--- src/rtl/imem_boot_sequencer.sv ---
// -----------------------------------------------------------------------------
// imem_boot_sequencer
//
// Sequences the instruction-memory load/run flow of the processor:
//   1. A host streams a program over a valid/ready handshake. Each accepted
//      word is written into instruction memory one cycle later through
//      ld_en/Load_data.
//   2. rst_counter is pulsed for one cycle to rewind the PC.
//   3. The core runs with rd_en for run_cycles cycles (0 = unlimited) or
//      until halt_req is seen.
//   4. The sequencer halts. From there it can rerun the loaded program or
//      load a new one.
//
// Ports
//   clk          clock, all logic on the rising edge
//   rst          synchronous active-high reset
//   start        begin a load session (honoured in IDLE and HALT only)
//   prog_len     words to load, legal range 1..2^ADDR_WIDTH
//   run_cycles   run length in cycles, 0 = unlimited; latched on start
//   rerun        in HALT: restart the already-loaded program
//   halt_req     in RUN: stop execution on the next cycle
//   s_valid      host word valid
//   s_data       host word
//   s_ready      sequencer accepts a word this cycle
//   ld_en        instruction-memory write strobe
//   Load_data    word written with ld_en
//   rst_counter  PC reset to the processor
//   rd_en        instruction fetch enable to the processor
//   load_addr    index of the next word to be accepted
//   cycle_count  RUN cycles elapsed in the current run (saturating)
//   busy         high in every state except IDLE and HALT
//   done         one-cycle pulse on HALT entry
//   err          one-cycle pulse when a start is rejected
//
// All outputs are registered. Each one is computed from the next state in the
// output process, so its value always matches the state shown in that cycle.
// -----------------------------------------------------------------------------
module imem_boot_sequencer #(
  parameter int unsigned WORD_WIDTH = 32,
  parameter int unsigned CNT_SIZE   = 32,
  parameter int unsigned ADDR_WIDTH = 7
) (
  input  logic                  clk,
  input  logic                  rst,
  input  logic                  start,
  input  logic [ADDR_WIDTH:0]   prog_len,
  input  logic [CNT_SIZE-1:0]   run_cycles,
  input  logic                  rerun,
  input  logic                  halt_req,
  input  logic                  s_valid,
  input  logic [WORD_WIDTH-1:0] s_data,
  output logic                  s_ready,
  output logic                  ld_en,
  output logic [WORD_WIDTH-1:0] Load_data,
  output logic                  rst_counter,
  output logic                  rd_en,
  output logic [ADDR_WIDTH-1:0] load_addr,
  output logic [CNT_SIZE-1:0]   cycle_count,
  output logic                  busy,
  output logic                  done,
  output logic                  err
);

  typedef enum logic [2:0] {
    StIdle,
    StLoad,
    StDrain,
    StRestart,
    StRun,
    StHalt
  } state_e;

  localparam logic [ADDR_WIDTH:0] MaxLen = {1'b1, {ADDR_WIDTH{1'b0}}};
  localparam logic [ADDR_WIDTH:0] LenOne = {{ADDR_WIDTH{1'b0}}, 1'b1};
  localparam logic [CNT_SIZE-1:0] CntOne = {{(CNT_SIZE-1){1'b0}}, 1'b1};

  state_e state_q, state_d;

  logic [ADDR_WIDTH:0]   prog_len_q, prog_len_d;
  logic [CNT_SIZE-1:0]   run_cycles_q, run_cycles_d;
  // One bit wider than load_addr so a full-depth load can be counted to the end.
  logic [ADDR_WIDTH:0]   load_cnt_q, load_cnt_d;
  logic [CNT_SIZE-1:0]   cycle_count_q, cycle_count_d;
  logic                  s_ready_q, s_ready_d;
  logic                  ld_en_q, ld_en_d;
  logic [WORD_WIDTH-1:0] load_data_q, load_data_d;
  logic                  rst_counter_q, rst_counter_d;
  logic                  rd_en_q, rd_en_d;
  logic                  busy_q, busy_d;
  logic                  done_q, done_d;
  logic                  err_q, err_d;

  // Decoded conditions shared by the next-state and output processes.
  logic start_ok;
  logic start_phase;
  logic start_take;
  logic accept;
  logic last_word;
  logic limit_hit;

  always_comb begin
    start_ok    = (prog_len != '0) && (prog_len <= MaxLen);
    start_phase = (state_q == StIdle) || (state_q == StHalt);
    start_take  = start_phase && start && start_ok;
    // s_ready_q is only ever high in LOAD, so it qualifies the accept alone.
    accept      = s_valid && s_ready_q;
    last_word   = accept && ((load_cnt_q + LenOne) == prog_len_q);
    limit_hit   = (run_cycles_q != '0) && (cycle_count_q == (run_cycles_q - CntOne));
  end

  // State register.
  always_ff @(posedge clk) begin
    if (rst) begin
      state_q <= StIdle;
    end else begin
      state_q <= state_d;
    end
  end

  // Next-state logic.
  always_comb begin
    state_d = state_q;
    unique case (state_q)
      StIdle: begin
        if (start_take) begin
          state_d = StLoad;
        end
      end
      StLoad: begin
        if (last_word) begin
          state_d = StDrain;
        end
      end
      StDrain: begin
        state_d = StRestart;
      end
      StRestart: begin
        state_d = StRun;
      end
      StRun: begin
        // The limit and halt_req may coincide; both lead to one HALT entry.
        if (halt_req || limit_hit) begin
          state_d = StHalt;
        end
      end
      StHalt: begin
        // start has priority over rerun, even when the start is rejected.
        if (start) begin
          if (start_ok) begin
            state_d = StLoad;
          end
        end else if (rerun) begin
          state_d = StRestart;
        end
      end
      default: begin
        state_d = StIdle;
      end
    endcase
  end

  // Output and datapath next-state logic.
  always_comb begin
    prog_len_d    = prog_len_q;
    run_cycles_d  = run_cycles_q;
    load_cnt_d    = load_cnt_q;
    cycle_count_d = cycle_count_q;
    load_data_d   = load_data_q;

    if (start_take) begin
      prog_len_d   = prog_len;
      run_cycles_d = run_cycles;
      load_cnt_d   = '0;
    end else if (accept) begin
      load_cnt_d = load_cnt_q + LenOne;
    end

    // Write strobe trails the accept by one cycle.
    ld_en_d = accept;
    if (accept) begin
      load_data_d = s_data;
    end

    if (state_d == StRestart) begin
      cycle_count_d = '0;
    end else if ((state_q == StRun) && (cycle_count_q != '1)) begin
      cycle_count_d = cycle_count_q + CntOne;
    end

    s_ready_d = (state_d == StLoad);
    rd_en_d   = (state_d == StRestart) || (state_d == StRun);
    // The PC reset is held in IDLE, LOAD and RESTART but dropped on memory write
    // cycles, so ld_en and rst_counter never reach the core together.
    rst_counter_d = ((state_d == StIdle) || (state_d == StLoad) || (state_d == StRestart))
                    && !ld_en_d;
    busy_d = !((state_d == StIdle) || (state_d == StHalt));
    done_d = (state_d == StHalt) && (state_q != StHalt);
    err_d  = start_phase && start && !start_ok;
  end

  // Output and datapath registers.
  always_ff @(posedge clk) begin
    if (rst) begin
      prog_len_q    <= '0;
      run_cycles_q  <= '0;
      load_cnt_q    <= '0;
      cycle_count_q <= '0;
      s_ready_q     <= 1'b0;
      ld_en_q       <= 1'b0;
      load_data_q   <= '0;
      rst_counter_q <= 1'b1;
      rd_en_q       <= 1'b0;
      busy_q        <= 1'b0;
      done_q        <= 1'b0;
      err_q         <= 1'b0;
    end else begin
      prog_len_q    <= prog_len_d;
      run_cycles_q  <= run_cycles_d;
      load_cnt_q    <= load_cnt_d;
      cycle_count_q <= cycle_count_d;
      s_ready_q     <= s_ready_d;
      ld_en_q       <= ld_en_d;
      load_data_q   <= load_data_d;
      rst_counter_q <= rst_counter_d;
      rd_en_q       <= rd_en_d;
      busy_q        <= busy_d;
      done_q        <= done_d;
      err_q         <= err_d;
    end
  end

  assign s_ready     = s_ready_q;
  assign ld_en       = ld_en_q;
  assign Load_data   = load_data_q;
  assign rst_counter = rst_counter_q;
  assign rd_en       = rd_en_q;
  // Full-depth loads wrap load_addr back to 0 on the final accept.
  assign load_addr   = load_cnt_q[ADDR_WIDTH-1:0];
  assign cycle_count = cycle_count_q;
  assign busy        = busy_q;
  assign done        = done_q;
  assign err         = err_q;

  // Processor-side strobe invariants.
  a_ld_vs_rd : assert property (@(posedge clk) disable iff (rst) !(ld_en_q && rd_en_q));
  a_ld_vs_rc : assert property (@(posedge clk) disable iff (rst) !(ld_en_q && rst_counter_q));

endmodule
--- config.mk ---
export PLATFORM = sky130hd
export DESIGN_NAME = imem_boot_sequencer
export DESIGN_NICKNAME = d
export VERILOG_FILES = /design/src/rtl/imem_boot_sequencer.sv
export SDC_FILE = /design/constraint.sdc
export NUM_CORES = 1
export LEC_CHECK = 0
export ABC_AREA = 1
export CORE_ASPECT_RATIO = 2
export CORE_MARGIN = 3
export CORE_UTILIZATION = 50
export CTS_BUF_LIST = sky130_fd_sc_hd__clkbuf_2
export DETAILED_ROUTE_END_ITERATION = 10
export GPL_TIMING_DRIVEN = 0
export PLACE_DENSITY = 0.83
export SLEW_MARGIN = 20
export SYNTH_ARGS = -nofsm -noshare
export SYNTH_HDL_FRONTEND = slang
export SYNTH_SLANG_ARGS = --single-unit
--- constraint.sdc ---
create_clock -name clk -period 2.9 [get_ports clk]
set_clock_uncertainty 0.05 [all_clocks]
set_input_delay 0.58 -clock clk [delete_from_list [all_inputs] [get_ports clk]]
set_output_delay 0.58 -clock clk [all_outputs]
set_load 0.05 [all_outputs]
Word level (Yosys, flattened, before mapping)

Cells that the tools add are included.

Magnitude comparators: 1
Reductions and logical operators: 25
Multiplexer cells: 7
$add $sub $neg: 3
Equal/unequal tests: 13

Operator list:

| kind                                                   | count |
|---|---|
| adder 32 x 1 -> 32 bit (second input constant)         | 1 |
| == test 32 bit                                         | 1 |
| != test 32 bit (second input constant)                 | 1 |
| nonzero test 32 bit                                    | 1 |
| subtractor 32 x 1 -> 32 bit (second input constant)    | 1 |
| 2-to-1 mux 3 bit                                       | 6 |
| one-hot mux 3 bit (6 select lines)                     | 1 |
| == test 3 bit (second input constant)                  | 4 |
| logical AND 1 bit                                      | 10 |
| == test 3 x 2 -> 1 bit (second input constant)         | 3 |
| adder 8 x 1 -> 8 bit (second input constant)           | 1 |
| == test 8 bit                                          | 1 |
| less-or-equal comparator 8 bit (second input constant) | 1 |
| nonzero test 8 bit                                     | 1 |
| == test 3 x 1 -> 1 bit (second input constant)         | 2 |
| logical NOT 3 bit                                      | 2 |
| logical OR 1 bit                                       | 6 |
| OR reduction 2 bit                                     | 2 |
| logical NOT 1 bit                                      | 3 |
| != test 3 bit (second input constant)                  | 1 |

Register bits after elaboration: 122
Output and inout port bits: 78

Depth between registers and ports, before layout

Word-level depth: 10
Depth in mapped cells: 20
Depth with buffers taken out: 20

Worst setup path after synthesis

No wires, ideal clock.

Path type: register -> register
Start point: register cycle_count_q[1] (netlist: cycle_count[1])
End point: register cycle_count_q[30] (netlist: cycle_count[30])
Setup slack: 0.543 ns
Required time: 2.722 ns
Stages on the path, launching flop included: 15
Data arrival time: 2.179 ns
Setup time: 0.128 ns
Path buffers: 0
Period minus slack after synthesis: 2.357 ns
Cells stage by stage: dfxtp_1 ha_1 nand3_1 nor2_1 nand3_1 nor2_1 nand3_1 nand2_2 inv_2 nand2_1 nor2_2 nand3_1 nor2_1 xnor2_1 nor2_1

Longest elaborated chain between the ends: 7
Elaborated cells on any way between the ends: 10
Those cells by class: 1 x add/sub; 3 x eq/ne; 2 x mux; 4 x reduce/logical

RTL lines:

| item                               | line | source |
|---|---|---|
| start, declared                    | 83   | `logic [CNT_SIZE-1:0] cycle_count_q, cycle_count_d;` |
| start signal, assigned             | 220  | `cycle_count_q <= cycle_count_d;` |
| == test 32 bit                     | 108  | `limit_hit = (run_cycles_q != '0) && (cycle_count_q == (run_cycles_q - CntOne));` |
| logical AND 1 bit                  | 108  |  |
| logical OR 1 bit                   | 142  | `if (halt_req \|\| limit_hit) begin` |
| 2-to-1 mux 3 bit                   | 142  |  |
| one-hot mux 3 bit (6 select lines) | 123  | `unique case (state_q)` |
| == test 3 x 2 -> 1 bit             | 184  | `if (state_d == StRestart) begin` |
| OR reduction 2 bit (no line)       | -    |  |

Parallel ways exist; a longest one is shown, timed or not.
A chain may end at the register's enable or synchronous reset.

Worst setup path after layout

Start point: register cycle_count_q[7] (netlist: cycle_count[7])
End point: output cycle_count[7]

RTL lines:

| item          | line | source |
|---|---|---|
| end, declared | 58   | `output logic [CNT_SIZE-1:0] cycle_count,` |

No word-level cell between the ends.

==> out/qor.yml <==
timing:
  period_needed_ns: 2.77
  worst_pin_slew_ns: 0.645
  setup_viol: 0
  rsz0062_at_grt: "no"
  worst_slack_ns: 0.132
  fin_setup_tns_ns: 0
  max_slew_margin_pct: 56.6
  max_freq_ghz: 0.361
  holdWs_ns: 0.373
  drv_slew: 0
  final_hold_viol_count: 0
  finalCritPeriodShare_pct: 95.4
min_path:
  hold_class: "in2reg"
  hold_depth: 3
  hp-start: "run_cycles[16]"
  whs_endpoint: "run_cycles_q[16]"
floorplan:
  die-area_mm2: 0.0147
  pin_count: 156
  die_x_um: 87.2
  die_h_um: 168
  start_util_pct: 51.9
  core_area_mm2: 0.0127
  fp-row-count: 58
finish:
  drive_above_1_share_pct: 5.46
  layout_common_cells: "nand2_1 (221), nor2_1 (187), clkdlybuf4s50_1 (154)"
  fin_cells: 1341
  area_growth_pct: 31.0
  final_common_cell: "nand2_1"
  fin_nets: 1259
routing:
  routed_via_density: 5.31
  drc: 0
  drt-total-wl_mm: 20.8
  postRouteAntennaNets: 0
  drt_pass1_iterations: 7
  drtIter0Drc: 368
  drt-wirelength-per-cell_um: 15.5
  via_count: 7124
pwr:
  p_total_mw: 4.08
  intPower_mw: 2.69
  peakVddDrop_uv: 447
  switching_share_pct: 34.0
  seqPwrFrac_pct: 44.1
  powerDensity_mw_per_mm2: 473
  p_clk_share_pct: 32.6
  comb_power_share_pct: 23.3
  power.switching_mw: 1.39
  leakage_nw: 3.57
synthesis:
  ys_warn_count: 0
  synth_seq_cells: 122
  synth_cells: 1003
  syn_avg_cell_area_um2: 6.57
  ys_seq_area_share_pct: 37.1
  synth_area_mm2: 0.00659
  synth_nets: 1085
  ys_types: 34
setup_path:
  critPathArrivalTime_ns: 2.14
  crit-reg2reg-launch: "cycle_count[1]"
  slowest_delay_ns: 0.87
  cp_num_buf_inv: 1
  rrSetupSlack_ns: 0.37
  path_delay_family: "buffers and inverters"
  reg2reg_depth: 14
  rr_endpoint: "cycle_count[30]"
  critical_path_class: "reg2out"
  end_kind: "primary output"
  path_cells: "clkdlybuf4s50_1"
  worst_ep_required_time_ns: 2.27
  cp_max_fo: 7
  start_kind: "register"
  critPathSlowestCell: "clkdlybuf4s50_1"
flow_run:
  cap_violations: 0
global_route:
  grt_overflow: 0
  grt_pass1_vias: 7095
  grtUsageTotal_pct: 29.0
  grt_first_pass_wirelength_mm: 33.1
  grt_antenna_before_repair: 1
  grt_max_degree: 17
clock_tree:
  htreeDepth: 4
  clock-sinks: 122
  path_clk_slew_ns: 0.21
  cts_buffers: 17
  clk_latency_ns: 0.72
  root_buffer: "clkbuf_2"
  cts_tree: "done"
  clock_path_buffers: 2
  cts_setup_buffers: 0
place:
  place_ws_ns: -0.240
  gp_congestion: 0.952
  dp_hpwl_mm: 16.9
  io_buffers: 155
  place_inst: 1308
run_status:
  status: "complete, no violations"
## registers in the layout, summed over array words and instances, names as in the netlist
name	flops
load_cnt_q	8
prog_len_q	8
rd_en	1
Load_data	32
busy	1
s_ready	1
state_q	3
ld_en	1
err	1
done	1
rst_counter	1
cycle_count	32
run_cycles_q	32
## synthesized netlist by cell type, drive strengths merged
cell type  count  area share (%)
nand2        225              13
nor2         197              12
dfxtp        122              37
inv           97             5.5
nand3         68             5.2
o21ai         65             4.9
a21oi         64             4.9
xor2          34             4.5
clkbuf        29             1.7
nand4         24             2.3
xnor2         20             2.7
nor3          14             1.2
buf           11             1.2
nand3b         8            0.91
nor4           5            0.57
ha             4            0.76
nor3b          4            0.46
or2            4            0.38
a211oi         3            0.34
a21boi         1            0.11
a21o           1            0.11
and3           1           0.095
o211ai         1            0.11
o21bai         1            0.11
## layer usage
layer,routed length [um],GRT usage [%]
met4,1820,24.5
met3,1090,6.66
met2,11200,53.7
met1,6730,24.8
met5,0,0
## logic make-up after synthesis
kind of cell    after synthesis  synth area share, %
simple gates                550                 36.0
compound gates              136                 10.7
xor+xnor                     54                 7.18
flops                       122                 37.1
fa+ha+maj                     4                0.760
buf+inv                     137                 8.36
## cell type report
type	instances	area, um2
Antenna cell	1	2.50
Buffer	40	186
Timing Repair Buffer	155	1550
Sequential cell	122	2440
Inverter	97	364
Fill cell	1140	4070
Clock buffer	18	90.1
Tap cell	150	188
Clock inverter	14	210
Multi-Input combinational cell	744	3590
## through the flow
step / util [%] / area [um2]
floorplan: - / 6590
global placement: 65.6 / 8330
detailed placement: 65.6 / 8330
CTS: 67.9 / 8630
global route: 68.0 / 8630
finish: 68.0 / 8630
## how the worst max path moves through the flow
stage / startpoint / end / slack, ns / cells past startpoint
after floorplan: cycle_count[1] / cycle_count[30] / 0.54 / 14
after global placement: prog_len[5] / cycle_count[17] / -0.22 / 12
after detailed placement: prog_len[5] / cycle_count[17] / -0.24 / 12
after CTS: load_cnt_q[6] / load_addr[6] / 0.1 / 2
after global routing: load_cnt_q[4] / load_addr[4] / 0.002 / 2
final: cycle_count[7] / cycle_count[7] / 0.13 / 1
## power by group through the flow
| stage | Sequential [mW] | Combinational (mW) | Clock [mW] |
|---|---|---|---|
| floorplan | 1.92 | 0.508 | 0 |
| global placement | 1.83 | 0.923 | 0 |
| detailed placement | 1.83 | 0.937 | 0 |
| CTS | 1.80 | 0.943 | 1.34 |
| global route | 1.81 | 1.04 | 1.41 |
| finish | 1.80 | 0.948 | 1.33 |
## repair_timing
item | CTS | global route
gates resized for setup | 0 | 1
endpoints found under the setup margin | 0 | 1
hold buffers | 0 | 0
Power figures use the tool's default switching activity.
==> edit (same flow settings) <==
Register the output `cycle_count` once more, cleared by the reset; this adds one clock of latency there. The other outputs are not delayed to match. Comments in the files are not updated.
--- a/src/rtl/imem_boot_sequencer.sv
+++ b/src/rtl/imem_boot_sequencer.sv
@@ -237,5 +237,11 @@
   // Full-depth loads wrap load_addr back to 0 on the final accept.
   assign load_addr   = load_cnt_q[ADDR_WIDTH-1:0];
-  assign cycle_count = cycle_count_q;
+  always_ff @(posedge clk) begin
+    if (rst) begin
+      cycle_count <= '0;
+    end else begin
+      cycle_count <= cycle_count_q;
+    end
+  end
   assign busy        = busy_q;
   assign done        = done_q;
Function: changed (Yosys sat finds a counterexample within 10 cycles, from zero or initial values and one cycle with rst high).
==> edit against the unedited design <==
  * Die area increased by 13%
  * Sequential cell count is 32 higher
  * Synthesized cell count is 7.8% higher
  * First-iteration DRC count decreased by 2.2%
  * Sequential power is 24% higher
  * Worst hold slack got worse by 0.064 ns
  * Synthesized area increased by 14%
  * Utilization down 2.0 points
  * Design area grew 11%
  * Register-to-register slack got worse by 0.17 ns
  * Setup slack got worse by 0.0094 ns
  * Wire length increased by 10%
  * Non-clock buffer count rose by 1
  * Power is 13% higher
  * Critical path type unchanged
  * Largest power group unchanged
==> edit: results (changes against the unedited design) <==
DR vias/cell -> 5.17 (-2.6%)
Run status -> completed
DP Area -> 9290 um2 (+12%)
First-pass iteration count of the detailed router -> 8 (+1)
Post-synth cell types -> 37 (+8.8%)
Synthesized net count -> 1163 (+7.2%)
Seq/Total Area, Yosys -> 41.1% (+4.0 points)
WL per Instance -> 15.7 um (+1.0%)
Nets -> 1336 (+6.1%)
Setup WS pre-CTS -> -0.228 ns (+0.0119 ns)
Critical Path Fanout Max -> 6 (-1)
First-pass GRT wire length -> 36900 um (+11%)
Overall fraction of global-route tracks in use -> 28.8% (-0.26 points)
Cell Pwr Density -> 482 nW/um2 (+1.9%)
IO Port Bufs -> 154 (-0.65%)
Vias in the first global route -> 7694 (+8.4%)
Average instance area after synthesis -> 6.94 um2 (+5.7%)
Worst-Skew Late Latency -> 0.74 ns (+0.02 ns)
Ranking of synthesized cells by area -> dfxtp_1, nor2_1, nand2_1
Placed cell count -> 1427 (+9.1%)
Leak Pwr -> 3.86 nW (+8.1%)
Placer Congestion -> 0.966 (+1.4%)
Layout cell share with drive strength beyond 1 -> 7.42% (+2.0 points)
Iter 0 DRT Violations -> 360 (-2.2%)
Synth top cells by count -> nor2_1, nand2_1, dfxtp_1
Post-DP HPWL -> 18700 um (+10%)
==> edit: cell count changes after synthesis, sizes merged, moves of 7 or more <==
| cell | change |
|---|---|
| inv | +10 |
| dfxtp | +32 |
| nand4 | -7 |
| nand3 | -10 |
| o21ai | +13 |
| nor2 | +38 |
==> edit: path summary, 6_finish.rpt <==
kind	startpoint	to	slack (ns)	depth (start not counted)
setup reg to reg	run_cycles_q[0]	rd_en	0.20	17
setup / recovery	load_cnt_q[3]	load_addr[3]	0.12	2
hold / removal	rst	ld_en	0.31	2
hold reg to reg	prog_len_q[2]	prog_len_q[2]	0.44	2
==> edit: cell families after synthesis <==
logic type,count (synthesis),share of synthesized area (%)
adder cells (fa/ha/maj),4,0.667
flip-flops,154,41.1
XOR/XNOR,55,6.60
AO/OA/AOI/OAI,148,10.2
AND/OR/NAND/NOR,570,33.4
buffers and inverters,150,8.05
==> edit: cell type report <==
cell class / count / area, um2
clock buffer: 21 / 105
tap: 192 / 240
sequential: 154 / 3080
multi-input combinational: 777 / 3820
inverter: 108 / 405
fill: 1361 / 4930
clock inverter: 11 / 171
buffer: 42 / 199
antenna: 1 / 2.50
timing repair buffer: 154 / 1540
==> edit: power by group through the flow <==
stage	Combinational, mW	Clock [mW]	Sequential [mW]
global route	1.11	1.47	2.26
CTS	1.01	1.38	2.24
floorplan	0.547	0	2.38
finish	1.01	1.36	2.24
global placement	0.991	0	2.28
detailed placement	1.00	0	2.29
==> edit: worst max-delay path, stage by stage, from the launching register on <==
cell and delay, ns:
dfxtp_1 0.48, buf_4 0.14, clkdlybuf4s50_1 0.80
==> edit: per-layer routing <==
layer	global-route usage, %	wire (um)
met5	0	0
met4	22.4	1710
met3	6.51	1330
met2	55.4	12700
met1	24.7	7190
